File: src/rtl/msk_g4mul_hpc1_pipe_pkg.sv
// Shared constants and helpers for the masked G(4) multiplier pipeline:
// randomness budget per lane, rnd word layout and the unmasked GF(2^2) product.
package msk_g4mul_hpc1_pipe_pkg;

    // Two register stages from operand acceptance to result.
    localparam int STAGES = 2;

    typedef logic [1:0] gf4_t;

    // Fresh bits per operand bit for the pairwise refresh of b.
    function automatic int ref_rnd(input int d);
        return d * (d - 1) / 2;
    endfunction

    // Fresh bits per product bit for the DOM cross-domain terms.
    function automatic int dom_rnd(input int d);
        return d * (d - 1) / 2;
    endfunction

    // Rnd bits per lane: REF part first, DOM part above it.
    function automatic int rnd_bits(input int d);
        return 2 * ref_rnd(d) + 2 * dom_rnd(d);
    endfunction

    function automatic int dom_off(input int d);
        return 2 * ref_rnd(d);
    endfunction

    // Linear index of share pair (i, j) with i < j, row-major over the upper triangle.
    function automatic int pair_idx(input int i, input int j, input int d);
        return i * d - i * (i + 1) / 2 + (j - i - 1);
    endfunction

    // GF(2^2) multiply in Canright normal basis; bilinear, so it distributes over shares.
    function automatic gf4_t gf4_mul(input gf4_t a, input gf4_t b);
        logic e;
        e = (a[1] ^ a[0]) & (b[1] ^ b[0]);
        return {(a[1] & b[1]) ^ e, (a[0] & b[0]) ^ e};
    endfunction

endpackage

File: src/rtl/msk_g4mul_hpc1_pipe_lane.sv
// One lane: stage 1 registers a and the (optionally refreshed) b shares,
// stage 2 registers every DOM share-product term; outputs compress the terms.
module msk_g4mul_lane
    import msk_g4mul_hpc1_pipe_pkg::*;
#(
    parameter int D       = 2,
    parameter int REFRESH = 1
) (
    input  logic                   clk,
    input  logic                   rst,
    input  logic                   en,
    input  logic [D-1:0]           a0,
    input  logic [D-1:0]           a1,
    input  logic [D-1:0]           b0,
    input  logic [D-1:0]           b1,
    input  logic [rnd_bits(D)-1:0] rnd,
    output logic [D-1:0]           out0,
    output logic [D-1:0]           out1
);

    localparam int DOM = dom_off(D);

    logic [D-1:0][1:0]        b_ref;
    logic [D-1:0][1:0]        a_s1;
    logic [D-1:0][1:0]        b_s1;
    logic [D-1:0][D-1:0][1:0] term_d;
    logic [D-1:0][D-1:0][1:0] term_q;

    // Pairwise refresh of b: each pair's random lands on both shares, so the sum is unchanged.
    always_comb begin
        for (int i = 0; i < D; i++) begin
            b_ref[i] = {b1[i], b0[i]};
            if (REFRESH != 0) begin
                for (int j = 0; j < D; j++) begin
                    if (j < i)
                        b_ref[i] = b_ref[i] ^ rnd[2*pair_idx(j, i, D) +: 2];
                    else if (j > i)
                        b_ref[i] = b_ref[i] ^ rnd[2*pair_idx(i, j, D) +: 2];
                end
            end
        end
    end

    // DOM-indep terms: inner-domain products plain, cross-domain pairs blinded by a shared random.
    always_comb begin
        for (int i = 0; i < D; i++) begin
            for (int j = 0; j < D; j++) begin
                term_d[i][j] = gf4_mul(a_s1[i], b_s1[j]);
                if (i < j)
                    term_d[i][j] = term_d[i][j] ^ rnd[DOM + 2*pair_idx(i, j, D) +: 2];
                else if (j < i)
                    term_d[i][j] = term_d[i][j] ^ rnd[DOM + 2*pair_idx(j, i, D) +: 2];
            end
        end
    end

    // Share registers: both stages advance together on en and clear on reset.
    always_ff @(posedge clk or posedge rst) begin
        if (rst) begin
            a_s1   <= '0;
            b_s1   <= '0;
            term_q <= '0;
        end else if (en) begin
            for (int i = 0; i < D; i++)
                a_s1[i] <= {a1[i], a0[i]};
            b_s1   <= b_ref;
            term_q <= term_d;
        end
    end

    // Compression: output share i is the XOR of its registered row of terms.
    always_comb begin : compress
        gf4_t acc;
        for (int i = 0; i < D; i++) begin
            acc = '0;
            for (int j = 0; j < D; j++)
                acc = acc ^ term_q[i][j];
            out1[i] = acc[1];
            out0[i] = acc[0];
        end
    end

endmodule

File: src/rtl/msk_g4mul_hpc1_pipe.sv
// Multi-lane masked G(4) multiplier with valid/ready on data and randomness.
// A single enable advances every lane so shares of one beat never split across stalls.
module msk_g4mul_hpc1_pipe
    import msk_g4mul_hpc1_pipe_pkg::*;
#(
    parameter int D       = 2,
    parameter int L       = 1,
    parameter int REFRESH = 1
) (
    input  logic                     clk,
    input  logic                     rst,
    input  logic                     in_valid,
    output logic                     in_ready,
    input  logic [L*D-1:0]           ina0,
    input  logic [L*D-1:0]           ina1,
    input  logic [L*D-1:0]           inb0,
    input  logic [L*D-1:0]           inb1,
    input  logic [L*rnd_bits(D)-1:0] rnd,
    input  logic                     rnd_valid,
    output logic                     rnd_ready,
    output logic                     out_valid,
    input  logic                     out_ready,
    output logic [L*D-1:0]           out0,
    output logic [L*D-1:0]           out1
);

    localparam int R = rnd_bits(D);

    logic              en;
    logic [STAGES:1]   vld_pipe;

    // Advance only with fresh randomness and room at the output; bubbles still burn a rnd word.
    always_comb begin
        en        = rnd_valid && (out_ready || !vld_pipe[STAGES]);
        in_ready  = en;
        rnd_ready = en;
        out_valid = vld_pipe[STAGES];
    end

    // Valid shift register tracks beats alongside the lane share registers.
    always_ff @(posedge clk or posedge rst) begin
        if (rst)
            vld_pipe <= '0;
        else if (en)
            vld_pipe <= {vld_pipe[1], in_valid};
    end

    for (genvar l = 0; l < L; l++) begin : g_lane
        msk_g4mul_lane #(
            .D       (D),
            .REFRESH (REFRESH)
        ) u_lane (
            .clk  (clk),
            .rst  (rst),
            .en   (en),
            .a0   (ina0[l*D +: D]),
            .a1   (ina1[l*D +: D]),
            .b0   (inb0[l*D +: D]),
            .b1   (inb1[l*D +: D]),
            .rnd  (rnd[l*R +: R]),
            .out0 (out0[l*D +: D]),
            .out1 (out1[l*D +: D])
        );
    end

endmodule

File: config.mk
export PLATFORM = sky130hd
export DESIGN_NAME = msk_g4mul_hpc1_pipe
export DESIGN_NICKNAME = d
export VERILOG_FILES = /design/src/rtl/msk_g4mul_hpc1_pipe_pkg.sv /design/src/rtl/msk_g4mul_hpc1_pipe_lane.sv /design/src/rtl/msk_g4mul_hpc1_pipe.sv
export SDC_FILE = /design/constraint.sdc
export NUM_CORES = 1
export LEC_CHECK = 0
export ABC_CLOCK_PERIOD_IN_PS = 2450
export CELL_PAD_IN_SITES_DETAIL_PLACEMENT = 1
export CELL_PAD_IN_SITES_GLOBAL_PLACEMENT = 1
export CORE_UTILIZATION = 36
export CTS_CLUSTER_DIAMETER = 200
export DETAILED_ROUTE_END_ITERATION = 8
export PLACE_DENSITY = 0.85
export RECOVER_POWER = 100
export SYNTH_ARGS = -nofsm -noshare
export SYNTH_HDL_FRONTEND = slang
export SYNTH_SLANG_ARGS = --single-unit
File: constraint.sdc
create_clock -name clk -period 2.45 [get_ports clk]
set_clock_uncertainty 0.1 [all_clocks]
set_input_delay 0.735 -clock clk [delete_from_list [all_inputs] [get_ports clk]]
set_output_delay 0.735 -clock clk [all_outputs]
set_load 0.005 [all_outputs]
==> flow_summary.ini <==
[worst_setup_path]
cp_num_cells = 4
path_cells = clkdlybuf4s50_1 > o21ai_2 > inv_2 > dlygate4sd2_1
arrival_ns = 1.56
critPathKind = primary input to primary output
start_kind = primary input
worst_path_max_delay_cell = clkdlybuf4s50_1
r2r-end = g_lane[0].u_lane.term_q[5]
r2r_slack_ns = 0.73
end_kind = primary output
crit_fanout = 3
crit_family = buffers and inverters
crit_required_ns = 1.62
worst-path-buf-inv = 3
r2r_cells = 4
max_stage_delay_ns = 0.47
regToRegStartpoint = vld_pipe[2]
startpoint = rnd_valid
critPathCapture = rnd_ready

[synth]
yosysMostFrequentCell = nand2_1
synth_commonest_cells = nand2_1, dfrtp_1, xnor2_1, o21ai_1, nor2_1
ys.flop_type = dfrtp_1
yosysUniqueCellTypes = 20
async_reset_ff_frac = 1.00
syn_inst = 119
seq_area_frac_synth = 0.437
ys_ff_latch = 18
netlist_area_sq_mm = 0.00103
ys_warn_count = 0
synth_top_area_cell = dfrtp_1
synth.top_cell.area_share = 0.437
synth_edf_count = 0
syn-num-nets = 136
avgSynthCellArea_sq_um = 8.66
synthTopCellsByArea = dfrtp_1, xnor2_1, nand2_1, o21ai_1, xor2_1

[timing]
min_period_ns = 2.39
hold_violations = 0
rsz0062_at_grt = false
relSlewSlack = 0.350
worst_pin_slew_ns = 0.974
drv_slew = 0
post-route-period-util = 0.977
fmaxAchievable_ghz = 0.418
setup_viol = 0
worst_slack_ns = 0.0572

[placement]
gp_congestion = 0.784
port_buffers = 23
dp_hpwl_um = 1780
place_ws_ns = -0.241

[global_route]
grt_util_met3 = 0.0281
grt_max_degree = 23
grt.busiest_layer = met2
met1_usage = 0.184
grtUsageMet2 = 0.315
overflow = 0
grt_pass1_wl_um = 4060
grt_usage = 0.170
grt_pass1_vias = 939
antenna_found_initial = 0

[pwr]
powerDensity_mw_per_mm2 = 790
finalPower_uw = 1020
vdd_ir_drop_max_uv = 391
p_leak_uw = 0.000559

[clocking]
cts_hold_buffers = 0
cts_tree = yes
cts-root-buf = clkbuf_4
cts_buffers = 3
cts_setup_buffers = 0
clock_path_buffers = 2
clock_sinks = 18
path_clk_slew_ns = 0.10
clock_latency_ns = 0.30
htree_levels = 1

[detailed_routing]
viasPerCell = 4.93
wl_per_cell_um = 13.5
firstDrtPassIters = 4
drc = 0
vias = 848
wirelength_um = 2330
dr.first_iter.drc_count = 12
drtAntennaViolNets = 0

[die]
placeableCoreArea_sq_mm = 0.00273
die_w_um = 55.5
start_util = 0.377
num_rows = 19
io_pins = 24
die_area_sq_mm = 0.00308
die_h_um = 55.5

[hold_path]
hold_class = register to register

[layout]
num_antenna_cells = 0
nNetsFinal = 159
synthToLayoutAreaGrowth_pct = 25.7
drive_gt1_frac = 0.0567
n_fill_cell = 320
multi_input_area_sq_um = 513
seqCellArea_sq_um = 450

[status]
outcome = finished, final reports clean

[job]
max_cap_violations = 0
==> layer usage <==
| layer | vias up | share of wire |
|---|---|---|
| li1 | 423 | - |
| met3 | 6 | 0.028 |
| met1 | 403 | 0.42 |
| met5 | - | 0 |
| met2 | 16 | 0.52 |
| met4 | 0 | 0.026 |
==> kinds of logic after synthesis <==
group / after synthesis / share of synthesized area
AO/OA/AOI/OAI: 25 / 0.136
XOR/XNOR: 20 / 0.170
buffers and inverters: 13 / 0.0692
flip-flops: 18 / 0.437
AND/OR/NAND/NOR: 43 / 0.188
==> registers in the layout (all words and copies together), names as in the netlist <==
register	count
g_lane.u_lane.term_q	8
g_lane.u_lane.b_s1	4
vld_pipe	2
g_lane.u_lane.a_s1	4
==> worst min-delay path by stage <==
| stage | from | endpoint | slack (ns) | cells past startpoint |
|---|---|---|---|---|
| detailed placement | vld_pipe[1] | vld_pipe[1] | 0.38 | 2 |
| global placement | vld_pipe[1] | vld_pipe[1] | 0.36 | 2 |
| floorplan | vld_pipe[1] | vld_pipe[1] | 0.35 | 2 |
| global route | vld_pipe[1] | vld_pipe[1] | 0.44 | 2 |
| CTS | vld_pipe[1] | vld_pipe[1] | 0.41 | 2 |
| finish | g_lane[0].u_lane.term_q[1] | g_lane[0].u_lane.term_q[1] | 0.41 | 2 |
==> tightest hold or removal path: stages (launching register included) <==
cell and delay, ns:
dfrtp_1 0.37, nand2_1 0.05, o21ai_0 0.06
==> cell type report <==
| class | instances | share of cell area |
|---|---|---|
| tap | 31 | 0.0299 |
| clock buffer | 4 | 0.0280 |
| sequential | 18 | 0.347 |
| inverter | 5 | 0.0145 |
| multi-input combinational | 88 | 0.396 |
| timing repair buffer | 26 | 0.184 |
==> power breakdown <==
group	internal [uW]	switching (uW)	leakage, uW	total [uW]
clock network	90.7	95.9	0.0000210	187
registers	371	90.3	0.000221	461
logic	214	162	0.000316	377
==> layout by cell type, fill, tap and decap left out <==
| cell type | instances |
|---|---|
| inv_2 | 1 |
| o211ai_1 | 2 |
| nand3_1 | 2 |
| clkbuf_1 | 3 |
| nor2b_1 | 2 |
| o21ai_1 | 1 |
| dfrtp_1 | 18 |
| nor2_1 | 7 |
| a21oi_1 | 6 |
| clkdlybuf4s50_1 | 14 |
| xor2_1 | 5 |
| a31oi_1 | 2 |
| o21ai_0 | 11 |
| dlygate4sd2_1 | 2 |
| clkdlybuf4s15_1 | 1 |
| o21ai_2 | 1 |
| nor2b_4 | 2 |
| nand2b_1 | 2 |
| a211o_1 | 2 |
| clkbuf_8 | 1 |
| dlygate4sd3_1 | 6 |
| xnor2_1 | 15 |
| clkbuf_4 | 3 |
| inv_1 | 4 |
| nand2_1 | 28 |
==> stage by stage <==
stage / hold WS (ns) / util / cells / setup TNS [ns] / instance area [sq um]
3_3_place_gp: 0.364 / 0.465 / 168 / -0.434 / 1270
3_5_place_dp: 0.384 / 0.465 / 168 / -0.482 / 1270
6_report: 0.409 / 0.474 / 172 / 0 / 1300
4_1_cts: 0.411 / 0.478 / 172 / 0 / 1310
5_1_grt: 0.439 / 0.474 / 172 / 0 / 1300
2_1_floorplan: 0.346 / - / 119 / 0 / 1030
==> timing repair <==
action	in CTS	in global routing
pin swaps	1	0
hold endpoints to repair	0	0
gates resized for setup	4	1
setup endpoints to repair	2	1
(Power assumes the default switching activity.)
